==> src/rtl/rf_ctrl_pkg.sv <==
// Shared definitions for the register-file write-port control slice:
// register address constants and the rotate-priority pick used by the arbiter.
package rf_ctrl_pkg;

    localparam int REG_ADDR_W = 5;
    localparam int NUM_REGS   = 32;
    localparam logic [REG_ADDR_W-1:0] REG_X0 = 5'd0;

    // Largest supported requester count; narrower configurations are zero-padded up to it.
    localparam int MAX_REQ   = 4;
    localparam int REQ_IDX_W = 2;

    typedef struct packed {
        logic                 found;
        logic [REQ_IDX_W-1:0] idx;
    } rr_pick_t;

    // Rotate-priority encode: scan req starting at ptr, wrapping at nreq.
    // The loop runs from the farthest offset down to offset 0, so the nearest
    // valid requester is the last one written and therefore wins.
    function automatic rr_pick_t rr_pick(input logic [MAX_REQ-1:0]   req,
                                         input logic [REQ_IDX_W-1:0] ptr,
                                         input logic [2:0]           nreq);
        rr_pick_t   res;
        logic [2:0] pos;
        res = '0;
        for (int k = MAX_REQ - 1; k >= 0; k--) begin
            if (3'(k) < nreq) begin
                pos = {1'b0, ptr} + 3'(k);
                if (pos >= nreq) begin
                    pos = pos - nreq;
                end
                if (req[pos[REQ_IDX_W-1:0]]) begin
                    res.found = 1'b1;
                    res.idx   = pos[REQ_IDX_W-1:0];
                end
            end
        end
        return res;
    endfunction

endpackage

==> src/rtl/rr_arbiter.sv <==
// Combinational round-robin arbiter: grants the first valid requester found
// when scanning from ptr upward with wrap-around. The pointer itself is owned
// by the instantiating module so it can be advanced only on real transfers.
module rr_arbiter
    import rf_ctrl_pkg::*;
#(
    parameter int NREQ = 3
) (
    input  logic [NREQ-1:0]      req,
    input  logic [REQ_IDX_W-1:0] ptr,
    output logic [NREQ-1:0]      grant,
    output logic [REQ_IDX_W-1:0] grant_idx,
    output logic                 any_grant
);

    logic [MAX_REQ-1:0] req_pad;
    logic [MAX_REQ-1:0] grant_pad;
    rr_pick_t           pick;

    // Widen the request vector to the fixed width the pick helper works on.
    always_comb begin
        req_pad            = '0;
        req_pad[NREQ-1:0]  = req;
    end

    // Pick the winner and build the one-hot grant from its index.
    always_comb begin
        pick      = rr_pick(req_pad, ptr, 3'(NREQ));
        grant_pad = '0;
        if (pick.found) begin
            grant_pad[pick.idx] = 1'b1;
        end
    end

    assign grant     = grant_pad[NREQ-1:0];
    assign grant_idx = pick.idx;
    assign any_grant = pick.found;

endmodule

==> src/rtl/rf_wb_arbiter.sv <==
// Writeback arbiter for the register file's single write port. Requesters are
// served round-robin, the winning write goes through one register stage onto
// WR/WReg/WDATA, and a 32-entry scoreboard tracks destinations still in flight
// so decode can stall on read-after-write hazards.
module rf_wb_arbiter
    import rf_ctrl_pkg::*;
#(
    parameter int N    = 32,
    parameter int NREQ = 3
) (
    input  logic                         clk,
    input  logic                         rst,
    input  logic [NREQ-1:0]              req_valid,
    input  logic [NREQ*REG_ADDR_W-1:0]   req_addr,
    input  logic [NREQ*N-1:0]            req_data,
    output logic [NREQ-1:0]              req_ready,
    input  logic                         issue_valid,
    input  logic [REG_ADDR_W-1:0]        issue_addr,
    input  logic [REG_ADDR_W-1:0]        rs1_addr,
    input  logic [REG_ADDR_W-1:0]        rs2_addr,
    output logic                         hazard_stall,
    output logic                         WR,
    output logic [REG_ADDR_W-1:0]        WReg,
    output logic [N-1:0]                 WDATA,
    output logic [NUM_REGS-1:0]          busy_vec
);

    logic [REQ_IDX_W-1:0]  ptr;
    logic [REQ_IDX_W-1:0]  grant_idx;
    logic                  any_grant;
    logic [REG_ADDR_W-1:0] addr_arr [MAX_REQ];
    logic [N-1:0]          data_arr [MAX_REQ];
    logic [REG_ADDR_W-1:0] win_addr;
    logic [N-1:0]          win_data;
    logic                  win_writes;
    logic [NUM_REGS-1:0]   busy_next;

    // Unpack the flat requester buses; slots beyond NREQ read as zero so the
    // winner mux can always be indexed with the full-width grant index.
    for (genvar i = 0; i < MAX_REQ; i++) begin : g_unpack
        if (i < NREQ) begin : g_used
            assign addr_arr[i] = req_addr[i*REG_ADDR_W +: REG_ADDR_W];
            assign data_arr[i] = req_data[i*N +: N];
        end else begin : g_pad
            assign addr_arr[i] = '0;
            assign data_arr[i] = '0;
        end
    end

    rr_arbiter #(
        .NREQ(NREQ)
    ) u_arb (
        .req       (req_valid),
        .ptr       (ptr),
        .grant     (req_ready),
        .grant_idx (grant_idx),
        .any_grant (any_grant)
    );

    // Select the winning write; x0 targets are accepted but never reach the port.
    always_comb begin
        win_addr   = addr_arr[grant_idx];
        win_data   = data_arr[grant_idx];
        win_writes = any_grant && (win_addr != REG_X0);
    end

    // Advance the round-robin pointer past whoever was just served.
    always_ff @(posedge clk) begin
        if (rst) begin
            ptr <= '0;
        end else if (any_grant) begin
            if (grant_idx == REQ_IDX_W'(NREQ - 1)) begin
                ptr <= '0;
            end else begin
                ptr <= grant_idx + 1'b1;
            end
        end
    end

    // Register the write port; address and data hold when no write is issued.
    always_ff @(posedge clk) begin
        if (rst) begin
            WR    <= 1'b0;
            WReg  <= '0;
            WDATA <= '0;
        end else begin
            WR <= win_writes;
            if (win_writes) begin
                WReg  <= win_addr;
                WDATA <= win_data;
            end
        end
    end

    // Scoreboard update: clear the register being written this edge, then
    // apply a new issue on top so a fresh producer keeps the register busy.
    always_comb begin
        busy_next = busy_vec;
        if (WR && (WReg != REG_X0)) begin
            busy_next[WReg] = 1'b0;
        end
        if (issue_valid && (issue_addr != REG_X0)) begin
            busy_next[issue_addr] = 1'b1;
        end
    end

    // Hold the pending-write scoreboard.
    always_ff @(posedge clk) begin
        if (rst) begin
            busy_vec <= '0;
        end else begin
            busy_vec <= busy_next;
        end
    end

    // Stall decode while either source register still has a write in flight.
    always_comb begin
        hazard_stall = ((rs1_addr != REG_X0) && busy_vec[rs1_addr]) ||
                       ((rs2_addr != REG_X0) && busy_vec[rs2_addr]);
    end

endmodule

==> config.mk <==
export PLATFORM = sky130hd
export DESIGN_NAME = rf_wb_arbiter
export DESIGN_NICKNAME = d
export VERILOG_FILES = /design/src/rtl/rf_ctrl_pkg.sv /design/src/rtl/rr_arbiter.sv /design/src/rtl/rf_wb_arbiter.sv
export SDC_FILE = /design/constraint.sdc
export NUM_CORES = 1
export LEC_CHECK = 0
export ABC_CLOCK_PERIOD_IN_PS = 4400
export BUFFER_PORTS_ARGS = -buffer_cell sky130_fd_sc_hd__buf_2
export CAP_MARGIN = 20
export CORE_ASPECT_RATIO = 1.2
export CORE_MARGIN = 1.5
export CORE_UTILIZATION = 42
export DETAILED_ROUTE_END_ITERATION = 8
export GPL_TIMING_DRIVEN = 0
export PLACE_DENSITY = 0.74
export SLEW_MARGIN = 20
export SYNTH_ARGS = -nofsm -noshare
export SYNTH_HDL_FRONTEND = slang
export SYNTH_SLANG_ARGS = --single-unit
==> constraint.sdc <==
create_clock -name clk -period 4.4 [get_ports clk]
set_input_delay 0.22 -clock clk [delete_from_list [all_inputs] [get_ports clk]]
set_output_delay 0.22 -clock clk [all_outputs]
set_load 0.05 [all_outputs]
==> summary.txt <==
Clock tree
  – CTS tree: done
  – Htree depth: 3
  – Clock Path Buffers: 2
  – Clock transition at the registers of the reported paths: 0.06 ns
  – CTS-repair resized insts: 0
  – Clk Latency, worst-skew pair: 0.34 ns
  – Root buf cell: clkbuf_16
  – Cts hold-fix bufs: 0
  – Post-CTS Setup Repair Bufs: 0
  – Clk sinks: 72
  – Inserted Clock Buffers: 9

Logic synthesis
  – Post-synth EDFFs: 0
  – Cell variety after synth: 46
  – Top post-synthesis cells by area: dfxtp_1 (33%), a221oi_2 (11%), mux4_2 (9.4%)
  – Avg Inst Size Synth: 9.60 sq um
  – Post-synth top cells: dfxtp_1 (72), nand2_1 (44), inv_1 (36)
  – Sequential share of the synthesized area: 33.4%
  – Synth Instances: 449
  – Synth Cell Area: 0.00431 sq mm
  – Yosys reg bits: 72
  – Async SR Flop Fraction: 0%
  – Area share of the largest cell type after synthesis: 33.4%
  – Yosys warns: 0
  – Synth Net Count: 583
  – Prevailing post-synth register cell: dfxtp_1
  – Most common cell in the netlist: dfxtp_1
  – Cell taking the most area after synthesis: dfxtp_1

STA
  – Setup tns final: 0 ns
  – Max-slew violations: 0
  – Max-slew headroom: 31.3%
  – Final Cycle Share: 75.0%
  – Clock skew: 0.00852 ns
  – Setup-failing EPs final: 0
  – RSZ-0062 raised after global routing: false
  – Setup ws final: 1.10 ns
  – Hold Vio Cnt, Final: 0
  – Fmax: 0.303 GHz
  – Slew of the pin with the lowest slew margin: 1.03 ns
  – Min Tclk post-route: 3.30 ns

Route
  – Vias per cell: 5.80
  – DRC: 0
  – DRT iter0 DRCs: 233
  – Wirelength per Cell: 18.0 um
  – Antenna-violating nets left: 0
  – Final wirelength: 14,200 um
  – Vias: 4,576
  – Drt pass-1 iters: 4

Cells and area
  – Fin nets: 793
  – Utilization after layout: 57.4%
  – Area Overhead vs Synth: 33.2%
  – Fraction of final layout cells sized beyond drive strength 1: 42.6%
  – Finished Layout Cells: 789

Worst setup path
  – CP startpoint kind: flop
  – Required @ worst endpoint: 4.18 ns
  – WP data arrival: 3.08 ns
  – WS Path Type: flop to output port
  – Crit path max fanout: 10
  – Setup crit end kind: output port

Place
  – RePlAce Congestion: 0.799
  – Number of port buffers: 199
  – Dpl cells: 774
  – DP HPWL: 11,200 um
  – Setup WS pre-CTS: 1.37 ns

Floorplanning
  – Initial core utilization: 43.1%
  – I/O pin count: 206
  – Die ar.: 0.0109 sq mm
  – Die Ht: 114 um
  – Row Count: 40
  – Die width: 95.5 um
  – Core Area: 0.0100 sq mm

Global routing
  – GRT Total Usage: 26.8%
  – Initial antenna violation count: 1
  – First-pass GRT wire length: 22,300 um
  – Vias in the first global route: 4,504
  – Grt ovf: 0
  – Largest net degree at the start of global routing: 12

Power
  – Leak: 2.46 nW
  – Power Density: 614 mW/mm^2
  – Worst vdd ir: 0.000348 V

Job
  – MaxCap Viol Count: 0

Min path
  – Hold Path Class: input port to flop

Outcome
  – Status: finished, final reports clean
-- stage by stage --
stage	hold WS, ns	cell area (sq um)	total power, W
6_report	0.262	5740	0.00353
5_1_grt	0.276	5740	0.00373
4_1_cts	0.255	5740	0.00354
3_5_place_dp	0.451	5470	0.00284
3_3_place_gp	0.445	5470	0.00280
2_1_floorplan	0.417	4310	0.00238
-- worst max-delay path, stage by stage, from the launching register on --
cell	delay (ns)
dfxtp_1	0.36
inv_1	0.05
ha_1	0.36
a21o_1	0.21
a21boi_2	0.35
and2_1	0.18
clkbuf_1	0.35
clkbuf_1	0.46
nor3_1	0.15
buf_2	0.27
-- logic make-up (layout without fill, tap and decap cells) --
group / count (synthesis) / count (layout) / share of synthesized area [%]
buf+inv: 74 / 287 / 7.66
fa+ha+maj: 3 / 3 / 0.812
mux: 22 / 22 / 10.4
compound gates: 188 / 188 / 36.9
flops: 72 / 72 / 33.4
simple gates: 90 / 90 / 10.8
other cells: 0 / 1 / 0
-- cells in the final DEF, fill, tap and decap left out, types with 3 or more instances in the layout --
cell       count
o21ai_0       33
inv_1         36
buf_2        199
nand4_1        4
a22o_1        32
nor2_1        10
nor3_1         3
buf_6          7
and3b_1        4
a21oi_1       35
nand3b_1       5
dfxtp_1       72
a21boi_0       3
nor3b_1        5
clkbuf_1      32
clkbuf_16      9
a211oi_1      33
a221oi_2      32
and3_1         5
nand2_1       44
mux4_2        18
-- flip-flops by register name (all words and copies together), names as in the netlist --
signal	cells
WDATA	32
WR	1
busy_vec	32
ptr	2
WReg	5
-- worst paths after layout --
kind                                    from           end  slack, ns  cells past startpoint
worst max register to register        ptr[0]     WDATA[29]       1.33                      9
worst max-delay path                  ptr[0]  req_ready[0]       1.10                      9
worst min-delay path            req_data[21]     WDATA[21]       0.26                      3
worst min register to register     WDATA[26]     WDATA[26]       0.46                      2
-- area by class of cell --
type	instances	area, sq um
Fill cell	930	4270
Sequential cell	72	1440
Clock buffer	10	229
Inverter	36	135
Timing Repair Buffer	199	996
Antenna cell	1	2.50
Tap cell	126	158
Clock inverter	4	47.5
Buffer	38	195
Multi-Input combinational cell	303	2540
-- metal layers --
layer  track usage, %  share of wire, %  vias up
met5                0                 0        -
met4             14.5               3.3        0
met1             29.8                37     2133
li1                 -                 -     2162
met2             46.5                50      246
met3             5.93               9.1       35
-- report_power, final --
part,leakage [nW],total [W],internal [W],switching [W]
registers,0.591,0.000903,0.000807,0.0000967
clock network,0.134,0.000700,0.000430,0.000270
logic,1.73,0.00192,0.000604,0.00132
No activity file was read; power rests on OpenSTA's default activity.
